`src/rtl/cpu_pkg.sv`:
```
// Shared CPU definitions: fetch constants and the fetch state enum used by pipeline control.
package cpu_pkg;

    localparam logic [31:0] NOP_WORD = 32'hE1A0_0000;
    localparam logic [31:0] PC_STEP  = 32'd4;

    typedef enum logic [1:0] {
        IDLE,
        RUN,
        BUSY,
        DROP
    } fetch_state_e;

endpackage

```
`src/rtl/ifetch32.sv`:
```
// Instruction fetch: single-outstanding memory requests, one-entry output buffer,
// decoder stall handling and branch redirect with wrong-path discard.
module ifetch32
    import cpu_pkg::*;
#(
    parameter logic [31:0] RESET_PC = 32'h0000_0000
) (
    input  logic        clk,
    input  logic        rst_n,
    input  logic        stall,
    input  logic        ib,
    input  logic [31:0] bv,
    output logic        imem_req,
    output logic [31:0] imem_addr,
    input  logic        imem_ack,
    input  logic [31:0] imem_rdata,
    output logic [31:0] iout,
    output logic        iout_valid,
    output logic [31:0] pc_out
);

    fetch_state_e state;
    logic [31:0]  pc;
    logic [31:0]  stale_addr;
    logic         room;

    assign room = !iout_valid || !stall;

    // DROP keeps presenting the abandoned address while pc already holds the target.
    assign imem_addr = (state == DROP) ? stale_addr : pc;

    always_comb begin
        imem_req = 1'b0;
        unique case (state)
            IDLE:       imem_req = 1'b0;
            RUN:        imem_req = room && !ib;
            BUSY, DROP: imem_req = 1'b1;
        endcase
    end

    always_ff @(posedge clk or negedge rst_n) begin
        if (!rst_n) begin
            state      <= IDLE;
            pc         <= RESET_PC;
            stale_addr <= RESET_PC;
            iout       <= NOP_WORD;
            iout_valid <= 1'b0;
            pc_out     <= RESET_PC;
        end else begin
            if (iout_valid && !stall) begin
                iout_valid <= 1'b0;
                iout       <= NOP_WORD;
            end

            unique case (state)
                IDLE: state <= RUN;

                RUN: begin
                    if (ib) begin
                        pc <= bv;
                    end else if (room) begin
                        if (imem_ack) begin
                            iout       <= imem_rdata;
                            pc_out     <= pc;
                            iout_valid <= 1'b1;
                            pc         <= pc + PC_STEP;
                        end else begin
                            state <= BUSY;
                        end
                    end
                end

                BUSY: begin
                    if (ib) begin
                        pc <= bv;
                        if (imem_ack) begin
                            state <= RUN;
                        end else begin
                            stale_addr <= pc;
                            state      <= DROP;
                        end
                    end else if (imem_ack) begin
                        iout       <= imem_rdata;
                        pc_out     <= pc;
                        iout_valid <= 1'b1;
                        pc         <= pc + PC_STEP;
                        state      <= RUN;
                    end
                end

                DROP: begin
                    if (ib) begin
                        pc <= bv;
                    end
                    if (imem_ack) begin
                        state <= RUN;
                    end
                end
            endcase

            // A taken branch flushes the buffer regardless of what the case above loaded.
            if (ib && state != IDLE) begin
                iout_valid <= 1'b0;
                iout       <= NOP_WORD;
            end
        end
    end

endmodule

```
`config.mk`:
```
export PLATFORM = sky130hd
export DESIGN_NAME = ifetch32
export DESIGN_NICKNAME = d
export VERILOG_FILES = /design/src/rtl/cpu_pkg.sv /design/src/rtl/ifetch32.sv
export SDC_FILE = /design/constraint.sdc
export NUM_CORES = 1
export LEC_CHECK = 0
export BUFFER_PORTS_ARGS = -buffer_cell sky130_fd_sc_hd__buf_2
export CAP_MARGIN = 30
export CORE_MARGIN = 2
export CORE_UTILIZATION = 45
export CTS_CLUSTER_DIAMETER = 40
export DETAILED_ROUTE_END_ITERATION = 12
export GPL_TIMING_DRIVEN = 0
export PLACE_DENSITY = 0.7
export SYNTH_ARGS = -nofsm -noshare
export SYNTH_HDL_FRONTEND = slang
export SYNTH_SLANG_ARGS = --single-unit
export TNS_END_PERCENT = 100
```
`constraint.sdc`:
```
create_clock -name clk -period 5.95 [get_ports clk]
set_input_delay 1.4875 -clock clk [delete_from_list [all_inputs] [get_ports clk]]
set_output_delay 1.4875 -clock clk [all_outputs]
set_load 0.02 [all_outputs]
```
# After elaboration in Yosys (flattened, before gate mapping)
# Index checks and enable logic that the tools add are counted.
[word_totals]
elab_cells = 67
in_bits = 69
output_inout_bits = 98
register_bits = 131
[classes]
bitwise_logic = 1
reduce_logical = 16
n_eq_ne = 9
muxes = 34
n_addsub = 1
[op_table]
columns = ["op", "n"]
rows = [
  ["$mux W32", 16],
  ["$pmux W32 S2", 2],
  ["$pmux W32 S3", 1],
  ["$add A32 B3 Y32 const B", 1],
  ["$mux W2", 6],
  ["$ne A2 B2 Y1 const B", 5],
  ["$reduce_and A3 Y1", 3],
  ["$pmux W2 S4", 1],
  ["$mux W1", 6],
  ["$eq A2 B2 Y1 const B", 2],
  ["$reduce_and A4 Y1", 1],
  ["$reduce_bool A2 Y1", 2],
  ["$logic_and A1 B1 Y1", 3],
  ["$logic_not A1 Y1", 3],
  ["$ne A3 B3 Y1 const B", 1],
  ["$pmux W1 S3", 1],
  ["$reduce_bool A3 Y1", 1],
  ["$eq A2 B1 Y1 const B", 1],
  ["$logic_not A2 Y1", 1],
  ["$pmux W1 S2", 1],
  ["$reduce_or A2 Y1", 1],
  ["$logic_or A1 B1 Y1", 1],
  ["$not A1 Y1", 1],
]

# Depth between registers and ports, before layout
# Gate-level depths: netlist (run 1).
[depth]
word_depth = 8
mapped_depth = 9
ltp_nobuf = 7

# Worst setup path after synthesis (run 1)
# OpenSTA, ideal clock, no wires.
[synth_path]
path_type = "input-to-output"
from = "input ib"
to = "output imem_req"
path_slack_ns = 2.205
t_required_ns = 4.463
cell_stages = 4
n_path_buf = 1
t_arrival_ns = 2.258
path_cell_list = "buf_2 -> a21oi_1 -> nand2_1 -> a21oi_1"
[synth_via]
elab_chain_len = 3
[synth_rtl]
columns = ["element", "line_no", "text"]
rows = [
  ["from (decl)", "ifetch32.sv:11", "input logic ib,"],
  ["$logic_not A1 Y1", "ifetch32.sv:36", "RUN: imem_req = room && !ib;"],
  ["$logic_and A1 B1 Y1", "ifetch32.sv:36", ""],
  ["$pmux W1 S3", "ifetch32.sv:34", "unique case (state)"],
  ["to (decl)", "ifetch32.sv:13", "output logic imem_req,"],
]
# Every way passes these cells.

# Worst setup path after layout (run 1)
[layout_path]
from = "register state[0]"
to = "output imem_addr[24]"
[layout_via]
elab_chain_len = 2
[layout_rtl]
columns = ["element", "line_no", "text"]
rows = [
  ["from (decl)", "ifetch32.sv:22", "fetch_state_e state;"],
  ["from (signal assigned)", "ifetch32.sv:43", "state <= IDLE;"],
  ["from (signal assigned)", "ifetch32.sv:56", "IDLE: state <= RUN;"],
  ["from (signal assigned)", "ifetch32.sv:68", "state <= BUSY;"],
  ["$eq A2 B2 Y1", "ifetch32.sv:30", "assign imem_addr = (state == DROP) ? stale_addr : pc;"],
  ["$mux W32", "ifetch32.sv:30", ""],
  ["to (decl)", "ifetch32.sv:14", "output logic [31:0] imem_addr,"],
]
# Every way passes these cells.

==> results.sh, run 1 <==
export IMPL_outcome="finished clean"
export IMPL_clk_path_buf_depth=2
export IMPL_drive_above_1_share=0.4193
export IMPL_cp_max_fo=10
export IMPL_ys_flop_type="dfrtp_1"
export IMPL_critPathLaunchType="flop"
export IMPL_diodes=0
export IMPL_synth_edf_count=0
export IMPL_fin_cells=948
export IMPL_synth_area_um2=6335
export IMPL_final_antenna_net_count=0
export IMPL_num_nets_final=829
export IMPL_synth_area_top_cells="dfrtp_1, mux2_2, a21oi_1, a22o_1, nand2_1"
export IMPL_stdcell_area_um2=8015
export IMPL_hold_path_class="flop to flop"
export IMPL_holdWs_ns=0.4691
export IMPL_min_period_ns=4.214
export IMPL_fmax_mhz=237.3
export IMPL_synth_common_cells="dfrtp_1, mux2_2, nand2_1"
export IMPL_pin_count=167
export IMPL_wirelength_um=16900
export IMPL_postPlaceCellArea_um2=7420
export IMPL_relSlewSlack=0.5674
export IMPL_report_final_slew_viol_count=0
export IMPL_firstDrtPassIters=5
export IMPL_power_total_mw=5.107
export IMPL_power_density_nw_per_um2=637.1
export IMPL_die_y_um=122.7
export IMPL_synth_cell_types=59
export IMPL_worstMarginPinSlew_ns=0.6489
export IMPL_vias_per_cell=5.656
export IMPL_antenna_found_initial=0
export IMPL_start_util=0.4581
export IMPL_grt_usage=0.2313
export IMPL_hp_start="pc_out[10]$_DFFE_PN0P_"
export IMPL_post_cts_resized=0
export IMPL_wl_per_cell_um=17.82
export IMPL_setup_violations=0
export IMPL_die_area_um2=15040
export IMPL_yosysSeqAreaShare=0.5187
export IMPL_numCtsBuffers=17
export IMPL_hold_violations=0
export IMPL_arrival_ns=2.73
export IMPL_synth_nets=644
export IMPL_area_growth_pct=26.53
export IMPL_fp_row_count=43
export IMPL_avgSynthCellArea_um2=11.11
export IMPL_dp_cells=916
export IMPL_crit_start="state[0]$_DFFE_PN0P_"
export IMPL_yosysTopAreaCellShare=0.4938
export IMPL_path_clk_slew_ns=0.06
export IMPL_cts_setup_buffers=0
export IMPL_clock_latency_ns=0.41
export IMPL_reg2reg_from="state[1]$_DFFE_PN0P_"
export IMPL_rsz0062_at_grt="no"
export IMPL_yosysTopAreaCell="dfrtp_1"
export IMPL_die_x_um=122.7
export IMPL_place_gp_congestion=0.9033
export IMPL_hpwl_um=12150
export IMPL_gr_total_overflow=0
export IMPL_path_class="flop to output pin"
export IMPL_core_area_um2=13830
export IMPL_finalSetupTns_ns=0
export IMPL_grt_pass1_wl_um=26740
export IMPL_finalCritPeriodShare=0.7082
export IMPL_num_vias=5362
export IMPL_portBuffers=165
export IMPL_cts_tree="done"
export IMPL_grt_pass1_vias=5274
export IMPL_async_flop_share=1.000
export IMPL_htreeDepth=4
export IMPL_yosys_warnings=0
export IMPL_drt_iter0_drc=524
export IMPL_synth_most_common_cell="dfrtp_1"
export IMPL_clkSinkCount=131
export IMPL_fin_skew_ns=0.009392
export IMPL_cp_end_kind="output pin"
export IMPL_route_detailed_drc=0
export IMPL_max_vdd_ir_drop_v=0.0004061
export IMPL_synth_cells=570
export IMPL_maxCapViolCount=0
export IMPL_worstPathRequired_ns=4.46
export IMPL_synth_seq_cells=131
export IMPL_hold_buffers=0
export IMPL_grt_max_degree=81
export IMPL_p_leak_nw=3.667
export IMPL_cts_root_buf="clkbuf_16"
-- routing by layer --
metal,track usage,wire length [um]
met3,0.06877,1419
met1,0.2932,7178
met4,0.07759,225
met5,0,0
met2,0.3785,8072
-- worst paths after layout --
check | end | slack, ns | depth (start not counted)
hold reg to reg | pc_out[10]$_DFFE_PN0P_ | 0.47 | 2
min in group asynchronous | iout[28]$_DFF_PN0_ | 1.01 | 1
hold / removal | pc_out[10]$_DFFE_PN0P_ | 0.47 | 2
max in group asynchronous | pc[31]$_DFFE_PN0P_ | 4.17 | 2
setup reg to reg | pc[25]$_DFFE_PN0P_ | 3.46 | 7
setup / recovery | imem_addr[24] | 1.74 | 5
-- stage by stage --
step	setup slack, ns	util
2_1_floorplan	2.205	-
3_3_place_gp	1.667	0.5342
3_5_place_dp	2.058	0.5366
4_1_cts	1.691	0.5797
5_1_grt	1.576	0.5797
6_report	1.736	0.5797
-- cell type report --
cell class / count / area, um2
Tap cell: 180 / 225.2
Buffer: 43 / 215.2
Multi-Input combinational cell: 389 / 2808
Sequential cell: 131 / 3286
Clock buffer: 20 / 466.7
Clock inverter: 12 / 128.9
Inverter: 7 / 26.28
Timing Repair Buffer: 166 / 859.6
Fill cell: 1192 / 5812
-- layout by cell type, fill, tap and decap left out, types with 3 or more instances in the layout --
cell type	count
buf_6	6
mux2_2	85
nor3_1	7
nor2_1	32
and3_1	5
o22a_1	3
ha_1	5
nand3_1	16
a22o_1	26
clkbuf_1	24
o22ai_1	12
and4_1	5
buf_1	3
a21oi_1	48
buf_2	174
nand4_1	10
clkbuf_8	3
a31oi_1	4
inv_1	6
a2bb2oi_1	5
clkinvlp_4	3
nand2_1	49
clkinv_2	4
dfstp_2	6
clkbuf_16	17
a311oi_1	3
o32ai_1	3
o21ai_0	30
nor2b_1	4
dfrtp_1	125
-- critical path: stages, from the launching register on --
cell and delay (ns):
dfrtp_1 0.43, ha_1 0.25, buf_1 0.52, clkbuf_1 0.54, mux2_2 0.41, buf_2 0.16
-- sequential cells by signal, summed over array words and instances, names as in the netlist --
| register | flops |
|---|---|
| state | 2 |
| iout | 32 |
| stale_addr | 32 |
| pc | 32 |
| iout_valid | 1 |
| pc_out | 32 |
-- power by group --
group	internal, mW	leakage [nW]	switching [mW]
clock	0.649	0.288	0.382
combinational	0.993	1.81	1.48
sequential	1.32	1.57	0.288
-- kinds of logic (layout without fill, tap and decap cells) --
| group | Yosys count | count (layout) | synth area share |
|---|---|---|---|
| AO/OA/AOI/OAI | 156 | 156 | 0.1649 |
| adder cells (fa/ha/maj) | 5 | 5 | 0.009876 |
| buffers and inverters | 50 | 248 | 0.03812 |
| flip-flops | 131 | 131 | 0.5187 |
| multiplexers | 85 | 85 | 0.1511 |
| AND/OR/NAND/NOR | 143 | 143 | 0.1173 |
(Power assumes the default switching activity.)
==> run 2: changes to the inputs <==
--- a/config.mk
+++ b/config.mk
@@ -5,6 +5,7 @@
 export SDC_FILE = /design/constraint.sdc
 export NUM_CORES = 1
 export LEC_CHECK = 0
+export ABC_AREA = 1
 export BUFFER_PORTS_ARGS = -buffer_cell sky130_fd_sc_hd__buf_2
 export CAP_MARGIN = 30
 export CORE_MARGIN = 2
==> constraint.sdc (replaced) <==
create_clock -name clk -period 4.3 [get_ports clk]
set_input_delay 1.075 -clock clk [delete_from_list [all_inputs] [get_ports clk]]
set_output_delay 1.075 -clock clk [all_outputs]
set_load 0.02 [all_outputs]
==> results.sh, run 2 <==
export IMPL_outcome="finished clean"
export IMPL_die_area_um2=15370
export IMPL_rsz0062_at_grt="no"
export IMPL_hold_path_class="flop to flop"
export IMPL_relSlewSlack=0.5564
export IMPL_num_nets_final=1113
export IMPL_switching_share=0.4649
export IMPL_post_cts_resized=0
export IMPL_clkSinkCount=131
export IMPL_power_total_mw=6.773
export IMPL_synth_cells=853
export IMPL_min_period_ns=3.413
export IMPL_multi_input_comb_area_um2=2748
export IMPL_power_density_nw_per_um2=833.8
export IMPL_wirelength_um=18650
export IMPL_fin_skew_ns=0.006307
export IMPL_synth_nets=927
export IMPL_num_vias=6309
export IMPL_core_area_um2=13990
export IMPL_start_util=0.4630
export IMPL_cp_max_fo=10
export IMPL_layout_common_cells="nand2_1, buf_2, o21ai_0"
export IMPL_cp_end_kind="output pin"
export IMPL_max_vdd_ir_drop_v=0.0003403
export IMPL_finalSetupTns_ns=0
export IMPL_hpwl_um=13940
export IMPL_synth_most_common_cell="nand2_1"
export IMPL_gr_total_overflow=0
export IMPL_portBuffers=166
export IMPL_route_detailed_drc=0
export IMPL_final_common_cell="nand2_1"
export IMPL_clk_path_buf_depth=2
export IMPL_grt_pass1_wl_um=29300
export IMPL_grt_usage=0.2503
export IMPL_die_x_um=124.0
export IMPL_yosysTopAreaCell="dfrtp_1"
export IMPL_arrival_ns=2.34
export IMPL_p_leak_nw=4.114
export IMPL_worstPathRequired_ns=3.22
export IMPL_fp_row_count=43
export IMPL_fmax_mhz=293.0
export IMPL_synth_edf_count=0
export IMPL_critPathLaunchType="flop"
export IMPL_worstMarginPinSlew_ns=0.6654
export IMPL_grt_max_degree=71
export IMPL_seqCellArea_um2=3286
export IMPL_drive_above_1_share=0.2179
export IMPL_cts_tree="done"
export IMPL_place_gp_congestion=0.9320
export IMPL_avgSynthCellArea_um2=7.592
export IMPL_ys_flop_type="dfrtp_1"
export IMPL_layout_setup_ws_ns=0.8867
export IMPL_hold_violations=0
export IMPL_yosysTopAreaCellShare=0.4830
export IMPL_hold_buffers=0
export IMPL_yosysSeqAreaShare=0.5073
export IMPL_setup_violations=0
export IMPL_pin_count=167
export IMPL_crit_top_cell="clkbuf_1"
export IMPL_htreeDepth=4
export IMPL_cp_slowest_cell="clkbuf_1"
export IMPL_firstDrtPassIters=6
export IMPL_slowest_delay_ns=0.43
export IMPL_path_class="flop to output pin"
export IMPL_wl_per_cell_um=15.14
export IMPL_grt_pass1_vias=5911
export IMPL_path_clk_slew_ns=0.05
export IMPL_cts_root_buf="clkbuf_16"
export IMPL_clock_latency_ns=0.42
export IMPL_yosys_warnings=0
export IMPL_drt_iter0_drc=487
export IMPL_power_switching_mw=3.149
export IMPL_synth_cell_types=30
export IMPL_power_share_clock=0.199
export IMPL_crit_family="buffers and inverters"
export IMPL_cts_setup_buffers=0
export IMPL_crit_buf_inv=3
export IMPL_fill_cells=1360
export IMPL_final_antenna_net_count=0
export IMPL_async_flop_share=1.000
export IMPL_cp_cell_sequence="ha_1, clkbuf_1, clkbuf_1, nand2_1, o21ai_0, buf_2"
export IMPL_seq_power_share=0.316
export IMPL_synth_common_cells="nand2_1, o21ai_0, dfrtp_1"
export IMPL_die_y_um=124.0
export IMPL_intPower_mw=3.624
export IMPL_vias_per_cell=5.121
export IMPL_maxCapViolCount=0
export IMPL_area_growth_pct=25.43
export IMPL_synth_area_top_cells="dfrtp_1, nand2_1, o21ai_0, nand3_1, inv_1"
export IMPL_combPwrFrac=0.486
export IMPL_numCtsBuffers=17
export IMPL_synth_seq_cells=131
export IMPL_report_final_slew_viol_count=0
export IMPL_finalCritPeriodShare=0.7938
export IMPL_pre_cts_ws_ns=1.283
export IMPL_synth_area_um2=6476
export IMPL_antenna_found_initial=1
run 2: changes by cell type in the layout (fill, tap and decap cells not counted), moves of 28 or more:
cell / change
nand2_1: +219
nor2_1: +28
mux2_2: -85
o21ai_0: +97
inv_1: +58
nand3_1: +42
run 2: final timing paths:
check | depth (start not counted) | startpoint | endpoint | slack, ns
min | 2 | pc_out[25]$_DFFE_PN0P_ | pc_out[25]$_DFFE_PN0P_ | 0.48
max | 6 | state[0]$_DFFE_PN0P_ | imem_addr[1] | 0.89
min reg2reg | 2 | pc_out[25]$_DFFE_PN0P_ | pc_out[25]$_DFFE_PN0P_ | 0.48
max in group asynchronous | 2 | rst_n | iout[30]$_DFF_PN1_ | 2.90
min in group asynchronous | 1 | rst_n | pc_out[17]$_DFFE_PN0P_ | 0.64
max reg2reg | 6 | state[0]$_DFFE_PN0P_ | state[0]$_DFFE_PN0P_ | 2.27
run 2: area by class of cell:
type,count,share of cell area
Sequential cell,131,0.4045
Multi-Input combinational cell,610,0.3383
Timing Repair Buffer,167,0.1064
Clock buffer,28,0.06608
Inverter,69,0.03189
Tap cell,180,0.02773
Buffer,43,0.02264
Clock inverter,3,0.002157
Antenna cell,1,0.0003081
run 2: power groups by stage:
stage / combinational [mW] / clock (mW) / sequential (mW)
2_1_floorplan: 1.96 / 0 / 2.34
3_3_place_gp: 3.26 / 0 / 2.13
3_5_place_dp: 3.30 / 0 / 2.14
4_1_cts: 3.31 / 1.36 / 2.13
5_1_grt: 3.69 / 1.43 / 2.20
6_report: 3.29 / 1.34 / 2.14
run 2: worst register-to-register path: cells and delay by family, from the launching register on:
kind                     cells  cell delay, ns
AND/OR/NAND/NOR              1            0.30
adder cells (fa/ha/maj)      1            0.27
buffers and inverters        2            0.50
AO/OA/AOI/OAI                2            0.43
flip-flops                   1            0.40
run 2: cells by family (layout without fill, tap and decap cells):
| kind of cell | after synthesis | in the layout | share of synthesized area |
|---|---|---|---|
| AND/OR/NAND/NOR | 400 | 400 | 0.2500 |
| flip-flops | 131 | 131 | 0.5073 |
| XOR/XNOR | 3 | 3 | 0.004058 |
| buffers and inverters | 112 | 310 | 0.06839 |
| other | 0 | 1 | 0 |
| adder cells (fa/ha/maj) | 5 | 5 | 0.009660 |
| AO/OA/AOI/OAI | 202 | 202 | 0.1605 |
run 2: metal layers:
layer	GRT usage	vias up	wire length, um	share of wire
met1	0.3320	2910	8323	0.45
met2	0.4014	229	8588	0.46
met3	0.06456	23	1479	0.079
met5	0	-	0	0
met4	0.08427	0	257	0.014
li1	-	3147	-	-
run 2: stage by stage:
| step | hold slack (ns) | area, um2 | util | std cells |
|---|---|---|---|---|
| 3_3_place_gp | 0.4627 | 7532 | 0.5385 | 1199 |
| 2_1_floorplan | 0.4534 | 6476 | - | 853 |
| 6_report | 0.4771 | 8123 | 0.5807 | 1232 |
| 4_1_cts | 0.4823 | 8120 | 0.5805 | 1231 |
| 5_1_grt | 0.5040 | 8123 | 0.5807 | 1232 |
| 3_5_place_dp | 0.4691 | 7566 | 0.5409 | 1200 |
